<file path="config.mk">
export PLATFORM = sky130hd
export DESIGN_NAME = slave_endp_mux_flat
export DESIGN_NICKNAME = d
export VERILOG_FILES = /design/src/rtl/slave_endp_mux_pkg.sv /design/src/rtl/slave_endp_mux_if.sv /design/src/rtl/slave_endp_regs.sv /design/src/rtl/slave_endp_mux.sv /design/src/flat_wrapper.sv
export SDC_FILE = /design/constraint.sdc
export NUM_CORES = 1
export LEC_CHECK = 0
export CAP_MARGIN = 20
export CORE_UTILIZATION = 59
export CTS_CLUSTER_SIZE = 12
export DETAILED_ROUTE_END_ITERATION = 8
export GPL_ROUTABILITY_DRIVEN = 0
export PLACE_DENSITY = 0.92
export SYNTH_ARGS = -nofsm -noshare
export SYNTH_HDL_FRONTEND = slang
export SYNTH_SLANG_ARGS = --single-unit
</file>
<file path="constraint.sdc">
create_clock -name clk -period 3.6 [get_ports clk]
set_input_delay 0.54 -clock clk [delete_from_list [all_inputs] [get_ports clk]]
set_output_delay 0.54 -clock clk [all_outputs]
set_load 0.02 [all_outputs]
</file>
<file path="src/rtl/slave_endp_mux_pkg.sv">
// Shared constants for the USB slave endpoint register bank: bit positions,
// register offsets and the per-cycle event bundle handed to every endpoint.
package slave_endp_mux_pkg;

    // CONTROL bits
    localparam int CTRL_ENABLE      = 0;
    localparam int CTRL_READY       = 1;
    localparam int CTRL_OUTDATA_SEQ = 2;
    localparam int CTRL_SEND_STALL  = 3;

    // STATUS bits
    localparam int ST_CRC      = 0;
    localparam int ST_BITSTUFF = 1;
    localparam int ST_OVERFLOW = 2;
    localparam int ST_TIMEOUT  = 3;
    localparam int ST_NAK      = 4;
    localparam int ST_STALL    = 5;

    // Register offsets within an endpoint
    localparam logic [1:0] REG_CONTROL = 2'd0;
    localparam logic [1:0] REG_STATUS  = 2'd1;
    localparam logic [1:0] REG_TYPE    = 2'd2;
    localparam logic [1:0] REG_INTR    = 2'd3;

    // INTR bits
    localparam int INTR_DONE = 0;
    localparam int INTR_NAK  = 1;

    // End-of-transaction strobes from the slave controller, broadcast to all
    // endpoints; each endpoint qualifies them with its own select.
    typedef struct packed {
        logic       clr_rdy;
        logic       err_wen;
        logic       trans_done;
        logic       nak_sent;
        logic [5:0] status;
        logic [3:0] types;
    } ep_evt_t;

endpackage

</file>
<file path="src/rtl/slave_endp_mux_if.sv">
// Controller-side and CPU-bus-side signals of the endpoint register bank.
interface slave_endp_mux_if;
    logic [3:0] USBEndP;
    logic [3:0] USBEndPControlReg;
    logic       clrEPRdy;
    logic       endPMuxErrorsWEn;
    logic       transDone;
    logic       CRCError;
    logic       bitStuffError;
    logic       RxOverflow;
    logic       RxTimeOut;
    logic       NAKSent;
    logic       stallSent;
    logic [1:0] USBEndPTransTypeReg;
    logic [1:0] USBEndPNakTransTypeReg;
    logic [5:0] busAddr;
    logic       busWEn;
    logic [7:0] busDataIn;
    logic [7:0] busDataOut;
    logic       slaveIntr;

    modport slave (
        input  USBEndP, clrEPRdy, endPMuxErrorsWEn, transDone,
               CRCError, bitStuffError, RxOverflow, RxTimeOut, NAKSent, stallSent,
               USBEndPTransTypeReg, USBEndPNakTransTypeReg,
               busAddr, busWEn, busDataIn,
        output USBEndPControlReg, busDataOut, slaveIntr
    );

    modport master (
        output USBEndP, clrEPRdy, endPMuxErrorsWEn, transDone,
               CRCError, bitStuffError, RxOverflow, RxTimeOut, NAKSent, stallSent,
               USBEndPTransTypeReg, USBEndPNakTransTypeReg,
               busAddr, busWEn, busDataIn,
        input  USBEndPControlReg, busDataOut, slaveIntr
    );
endinterface

</file>
<file path="src/rtl/slave_endp_regs.sv">
// One endpoint's CONTROL/STATUS/TYPE/INTR registers. Hardware events win over
// CPU writes where both touch the same bit in the same cycle.
module slave_endp_regs
    import slave_endp_mux_pkg::*;
(
    input  logic       clk,
    input  logic       rst,
    input  logic       sel_i,
    input  ep_evt_t    evt_i,
    input  logic       wr_ctrl_i,
    input  logic       wr_intr_i,
    input  logic [3:0] wdata_i,
    output logic [3:0] ctrl_o,
    output logic [5:0] status_o,
    output logic [3:0] type_o,
    output logic [1:0] intr_o
);
    logic [3:0] ctrl_q, ctrl_d;
    logic [5:0] status_q, status_d;
    logic [3:0] type_q, type_d;
    logic [1:0] intr_q, intr_d;

    // Next state: CPU write first, then hardware set/clear overrides it
    always_comb begin
        ctrl_d   = ctrl_q;
        status_d = status_q;
        type_d   = type_q;
        intr_d   = intr_q;
        if (wr_ctrl_i) ctrl_d = wdata_i;
        if (wr_intr_i) intr_d = intr_q & ~wdata_i[1:0];
        if (sel_i && evt_i.clr_rdy) ctrl_d[CTRL_READY] = 1'b0;
        if (sel_i && evt_i.err_wen) begin
            status_d = evt_i.status;
            type_d   = evt_i.types;
            if (evt_i.trans_done)    intr_d[INTR_DONE] = 1'b1;
            else if (evt_i.nak_sent) intr_d[INTR_NAK]  = 1'b1;
        end
    end

    // Register state, cleared asynchronously
    always_ff @(posedge clk or negedge rst) begin
        if (!rst) begin
            ctrl_q   <= '0;
            status_q <= '0;
            type_q   <= '0;
            intr_q   <= '0;
        end else begin
            ctrl_q   <= ctrl_d;
            status_q <= status_d;
            type_q   <= type_d;
            intr_q   <= intr_d;
        end
    end

    assign ctrl_o   = ctrl_q;
    assign status_o = status_q;
    assign type_o   = type_q;
    assign intr_o   = intr_q;
endmodule

</file>
<file path="src/rtl/slave_endp_mux.sv">
// Endpoint register bank top: address decode, controller endpoint select and
// registered output muxes. Endpoints >= NUM_ENDPOINTS read as zero.
module slave_endp_mux
    import slave_endp_mux_pkg::*;
#(
    parameter int NUM_ENDPOINTS = 4
) (
    input  logic           clk,
    input  logic           rst,
    slave_endp_mux_if.slave ifc
);
    logic [NUM_ENDPOINTS-1:0][3:0] ctrl_w;
    logic [NUM_ENDPOINTS-1:0][5:0] status_w;
    logic [NUM_ENDPOINTS-1:0][3:0] type_w;
    logic [NUM_ENDPOINTS-1:0][1:0] intr_w;

    ep_evt_t    evt;
    logic [3:0] bus_ep;
    logic [1:0] bus_reg;
    logic [3:0] ctrl_out_q, ctrl_out_d;
    logic [7:0] rd_q, rd_d;
    logic       intr_q;
    logic       unused_bus_hi;

    assign bus_ep        = ifc.busAddr[5:2];
    assign bus_reg       = ifc.busAddr[1:0];
    assign unused_bus_hi = ^ifc.busDataIn[7:4];

    // Bundle the controller's end-of-transaction strobes
    always_comb begin
        evt                     = '0;
        evt.clr_rdy             = ifc.clrEPRdy;
        evt.err_wen             = ifc.endPMuxErrorsWEn;
        evt.trans_done          = ifc.transDone;
        evt.nak_sent            = ifc.NAKSent;
        evt.status[ST_CRC]      = ifc.CRCError;
        evt.status[ST_BITSTUFF] = ifc.bitStuffError;
        evt.status[ST_OVERFLOW] = ifc.RxOverflow;
        evt.status[ST_TIMEOUT]  = ifc.RxTimeOut;
        evt.status[ST_NAK]      = ifc.NAKSent;
        evt.status[ST_STALL]    = ifc.stallSent;
        evt.types               = {ifc.USBEndPNakTransTypeReg, ifc.USBEndPTransTypeReg};
    end

    for (genvar i = 0; i < NUM_ENDPOINTS; i++) begin : g_ep
        logic hit;
        assign hit = (bus_ep == 4'(i)) && ifc.busWEn;
        slave_endp_regs u_regs (
            .clk       (clk),
            .rst       (rst),
            .sel_i     (ifc.USBEndP == 4'(i)),
            .evt_i     (evt),
            .wr_ctrl_i (hit && (bus_reg == REG_CONTROL)),
            .wr_intr_i (hit && (bus_reg == REG_INTR)),
            .wdata_i   (ifc.busDataIn[3:0]),
            .ctrl_o    (ctrl_w[i]),
            .status_o  (status_w[i]),
            .type_o    (type_w[i]),
            .intr_o    (intr_w[i])
        );
    end

    // Controller select and CPU read mux; unmatched endpoints give zero
    always_comb begin
        ctrl_out_d = '0;
        rd_d       = '0;
        for (int i = 0; i < NUM_ENDPOINTS; i++) begin
            if (ifc.USBEndP == 4'(i)) ctrl_out_d = ctrl_w[i];
            if (bus_ep == 4'(i)) begin
                case (bus_reg)
                    REG_CONTROL: rd_d = {4'b0, ctrl_w[i]};
                    REG_STATUS:  rd_d = {2'b0, status_w[i]};
                    REG_TYPE:    rd_d = {4'b0, type_w[i]};
                    REG_INTR:    rd_d = {6'b0, intr_w[i]};
                endcase
            end
        end
    end

    // Registered outputs: control nibble, read data and interrupt level
    always_ff @(posedge clk or negedge rst) begin
        if (!rst) begin
            ctrl_out_q <= '0;
            rd_q       <= '0;
            intr_q     <= 1'b0;
        end else begin
            ctrl_out_q <= ctrl_out_d;
            rd_q       <= rd_d;
            intr_q     <= |intr_w;
        end
    end

    assign ifc.USBEndPControlReg = ctrl_out_q;
    assign ifc.busDataOut        = rd_q;
    assign ifc.slaveIntr         = intr_q;
endmodule

</file>
<file path="src/flat_wrapper.sv">
// flat-port wrapper written by rule: the top's interface ports become plain ports
module slave_endp_mux_flat import slave_endp_mux_pkg::*;
#(
    parameter int NUM_ENDPOINTS = 4
)
  (clk, rst, ifc_USBEndP, ifc_clrEPRdy, ifc_endPMuxErrorsWEn, ifc_transDone, ifc_CRCError, ifc_bitStuffError, ifc_RxOverflow, ifc_RxTimeOut, ifc_NAKSent, ifc_stallSent, ifc_USBEndPTransTypeReg, ifc_USBEndPNakTransTypeReg, ifc_busAddr, ifc_busWEn, ifc_busDataIn, ifc_USBEndPControlReg, ifc_busDataOut, ifc_slaveIntr);
  slave_endp_mux_if ifc_i ();
  input  logic clk;
  input  logic rst;
  input wire logic [$bits(ifc_i.USBEndP)-1:0] ifc_USBEndP;
  input wire logic [$bits(ifc_i.clrEPRdy)-1:0] ifc_clrEPRdy;
  input wire logic [$bits(ifc_i.endPMuxErrorsWEn)-1:0] ifc_endPMuxErrorsWEn;
  input wire logic [$bits(ifc_i.transDone)-1:0] ifc_transDone;
  input wire logic [$bits(ifc_i.CRCError)-1:0] ifc_CRCError;
  input wire logic [$bits(ifc_i.bitStuffError)-1:0] ifc_bitStuffError;
  input wire logic [$bits(ifc_i.RxOverflow)-1:0] ifc_RxOverflow;
  input wire logic [$bits(ifc_i.RxTimeOut)-1:0] ifc_RxTimeOut;
  input wire logic [$bits(ifc_i.NAKSent)-1:0] ifc_NAKSent;
  input wire logic [$bits(ifc_i.stallSent)-1:0] ifc_stallSent;
  input wire logic [$bits(ifc_i.USBEndPTransTypeReg)-1:0] ifc_USBEndPTransTypeReg;
  input wire logic [$bits(ifc_i.USBEndPNakTransTypeReg)-1:0] ifc_USBEndPNakTransTypeReg;
  input wire logic [$bits(ifc_i.busAddr)-1:0] ifc_busAddr;
  input wire logic [$bits(ifc_i.busWEn)-1:0] ifc_busWEn;
  input wire logic [$bits(ifc_i.busDataIn)-1:0] ifc_busDataIn;
  output wire logic [$bits(ifc_i.USBEndPControlReg)-1:0] ifc_USBEndPControlReg;
  output wire logic [$bits(ifc_i.busDataOut)-1:0] ifc_busDataOut;
  output wire logic [$bits(ifc_i.slaveIntr)-1:0] ifc_slaveIntr;
  assign ifc_i.USBEndP = ifc_USBEndP;
  assign ifc_i.clrEPRdy = ifc_clrEPRdy;
  assign ifc_i.endPMuxErrorsWEn = ifc_endPMuxErrorsWEn;
  assign ifc_i.transDone = ifc_transDone;
  assign ifc_i.CRCError = ifc_CRCError;
  assign ifc_i.bitStuffError = ifc_bitStuffError;
  assign ifc_i.RxOverflow = ifc_RxOverflow;
  assign ifc_i.RxTimeOut = ifc_RxTimeOut;
  assign ifc_i.NAKSent = ifc_NAKSent;
  assign ifc_i.stallSent = ifc_stallSent;
  assign ifc_i.USBEndPTransTypeReg = ifc_USBEndPTransTypeReg;
  assign ifc_i.USBEndPNakTransTypeReg = ifc_USBEndPNakTransTypeReg;
  assign ifc_i.busAddr = ifc_busAddr;
  assign ifc_i.busWEn = ifc_busWEn;
  assign ifc_i.busDataIn = ifc_busDataIn;
  assign ifc_USBEndPControlReg = ifc_i.USBEndPControlReg;
  assign ifc_busDataOut = ifc_i.busDataOut;
  assign ifc_slaveIntr = ifc_i.slaveIntr;
  slave_endp_mux #(.NUM_ENDPOINTS(NUM_ENDPOINTS)) u_core (.clk(clk), .rst(rst), .ifc(ifc_i));
endmodule
</file>
==> results_dict.tcl <==
set metrics [dict create \
    start_util 0.6160 \
    dpl.hpwl_mm 5.541 \
    grt_usage 0.2768 \
    startpoint_type "input pin" \
    drive_above_1_share 0.3228 \
    r2r_cells 3 \
    crit_required_ps 3840 \
    root_buffer "clkbuf_8" \
    yosysSeqAreaShare 0.5116 \
    cp_num_buf_inv 1 \
    endpoint_kind "flop" \
    r2r_slack_ps 2110 \
    post_cts_resized 0 \
    cp_top_family "simple AND/OR/NAND/NOR gates" \
    leakagePower_nw 1.866 \
    areaGrowthSynthToFinish_pct 18.42 \
    grt_overflow_total 0 \
    critical_path_class "in2reg" \
    yosys_most_used_dff "dfrtp_1" \
    synth_edf_count 0 \
    coreArea_um2 5956 \
    grt_max_degree 58 \
    cts_buffer_depth 2 \
    nets 345 \
    ctsHoldBuffers 0 \
    worstPathArrival_ps 2570 \
    r2r_start "u_core.g_ep[3].u_regs.intr_o[0]$_DFF_PN0_" \
    yosysUniqueCellTypes 43 \
    drt_first_iter_violations 223 \
    die_w_um 80.86 \
    layout_common_cells "dfrtp_1 (75), mux2_2 (46), clkdlybuf4s50_1 (39), mux4_2 (14), nand2_1 (13)" \
    hp-class "in2async" \
    crit_path_cell_trace "clkdlybuf4s50_1 -> nor4_1 -> nand2_1 -> mux2_2" \
    portBuffers 40 \
    finClkSkew_ps 5.445 \
    synth_cells 270 \
    yosys_register_bits 75 \
    worst-path-max-fanout 16 \
    cts_setup_buffers 0 \
    drv_slew 0 \
    grt_pass1_wl_mm 12.87 \
    finalSetupViolCount 0 \
    post-route-min-period_ps 2331 \
    finalHoldViolations 0 \
    antenna_found_initial 0 \
    drt_first_pass_iters 4 \
    max_freq_mhz 428.9 \
    routed_wl_mm 7.999 \
    clock-sinks 75 \
    clk_latency_ps 360 \
    final_common_cell "dfrtp_1" \
    netlist_area_um2 3669 \
    drc 0 \
    critPathMaxStageDelay_ps 720 \
    fin_crit_sh 0.6476 \
    cap_viol_max_count 0 \
    power_mw 2.266 \
    wl_per_cell_um 20.46 \
    numCtsBuffers 9 \
    power_density_nw_per_um2 521.7 \
    slew_headroom 0.5144 \
    synth.avg_cell_area_um2 13.59 \
    ant_nets 0 \
    die_y_um 80.86 \
    ys_async_sr_fraction 1.000 \
    io_pins 47 \
    outcome "completed" \
    rsz0062_at_grt "no" \
    rows 28 \
    final.setup.tns_ps 0 \
    reg2reg_to "u_core.ifc.busDataOut[0]$_DFF_PN0_" \
    cts_max_level 3 \
    path_clk_slew_ps 80 \
    grt_pass1_vias 2505 \
    vias 2489 \
    worst-slew-pin-transition_ps 726.1 \
    die_area_um2 6538 \
    cts_tree "done" \
    yosys_warnings 0 \
    vias_per_cell 6.366 \
    peakVddDrop_v 0.0003057 \
    cp_slowest_cell "clkdlybuf4s50_1" \
    diodes 0 \
]
## cells in the mapped netlist, types with 2 or more instances
library cell,count,area [um^2]
buf_2,4,20.02
a22oi_1,3,22.52
a21oi_1,4,20.02
or3b_4,3,33.78
nand2b_1,8,50.05
nor4b_1,3,26.28
mux2i_1,12,120.1
nor3_1,9,45.04
o2bb2ai_1,3,26.28
nor2b_1,2,12.51
a22o_1,2,17.52
nor2_1,8,30.03
mux4_2,14,315.3
dfrtp_1,75,1877
mux2_2,46,518.0
or3b_2,2,17.52
nor4_1,3,18.77
or4b_2,2,20.02
o21ai_0,8,40.04
and2_1,4,25.02
buf_1,2,7.510
o22ai_1,3,18.77
clkbuf_1,5,18.77
buf_4,4,30.03
nand2_1,13,48.80
mux2_4,8,120.1
nor3b_1,2,15.01
buf_6,3,33.78
## kinds of logic (layout without fill, tap and decap cells)
logic type / after synthesis / in the layout / share of synthesized area
AOI/OAI and AO/OA: 27 / 27 / 0.04878
DFF: 75 / 75 / 0.5116
buffers and inverters: 19 / 64 / 0.03104
muxes: 80 / 80 / 0.2926
and+or+nand+nor: 68 / 68 / 0.1149
other: 1 / 2 / 0.001022
## flip-flops by register name, summed over array words and instances, names as in the netlist
register	count
u_core.g_ep.u_regs.ctrl_o	16
u_core.g_ep.u_regs.intr_o	8
u_core.g_ep.u_regs.status_o	24
u_core.g_ep.u_regs.type_o	16
u_core.ifc.USBEndPControlReg	4
u_core.ifc.busDataOut	6
u_core.ifc.slaveIntr	1
## stage by stage
stage | hold WS, ps | setup slack [ps] | cell area (um^2) | util | cells
after CTS | 99.56 | 1299 | 4344 | 0.7294 | 391
final | 96.05 | 1269 | 4344 | 0.7294 | 391
after floorplan | 244.4 | 1677 | 3672 | - | 271
after global placement | 482.3 | 942.5 | 4104 | 0.6891 | 375
after detailed placement | 490.8 | 918.9 | 4104 | 0.6891 | 375
after global routing | 127.7 | 1100 | 4344 | 0.7294 | 391
## per-layer routing
metal / track usage / routed length (um) / up-vias
li1: - / - / 1091
met5: 0 / 0 / -
met4: 0.1268 / 197 / 0
met1: 0.3338 / 3086 / 1279
met3: 0.07303 / 450 / 19
met2: 0.4647 / 4265 / 100
## final cells by class
type / count / area [um^2]
clock buffers: 9 / 123.9
clock inverters: 7 / 116.4
repair buffers: 47 / 447.9
inverters: 1 / 3.754
multi-input cells: 177 / 1682
flip-flops and latches: 75 / 1877
well taps: 75 / 93.84
fillers: 413 / 1612
## power by group
part           internal (mW)  switching (mW)
Combinational          0.244           0.150
Clock                  0.458           0.313
Sequential             0.997           0.104
Total                   1.70           0.566
## worst max path at each step
| stage | cells after the start | from | to |
|---|---|---|---|
| 2_1_floorplan | 4 | ifc_USBEndP[3] | u_core.g_ep[1].u_regs.status_o[0]$_DFFE_PN0P_ |
| 3_3_place_gp | 5 | ifc_USBEndP[0] | u_core.g_ep[3].u_regs.type_o[0]$_DFFE_PN0P_ |
| 3_5_place_dp | 5 | ifc_USBEndP[0] | u_core.g_ep[3].u_regs.status_o[4]$_DFFE_PN0P_ |
| 4_1_cts | 5 | ifc_USBEndP[0] | u_core.g_ep[3].u_regs.status_o[0]$_DFFE_PN0P_ |
| 5_1_grt | 4 | ifc_busAddr[3] | u_core.g_ep[0].u_regs.ctrl_o[2]$_DFFE_PN0P_ |
| 6_report | 4 | ifc_busAddr[3] | u_core.g_ep[0].u_regs.ctrl_o[2]$_DFFE_PN0P_ |
No activity file was read; power rests on OpenSTA's default activity.
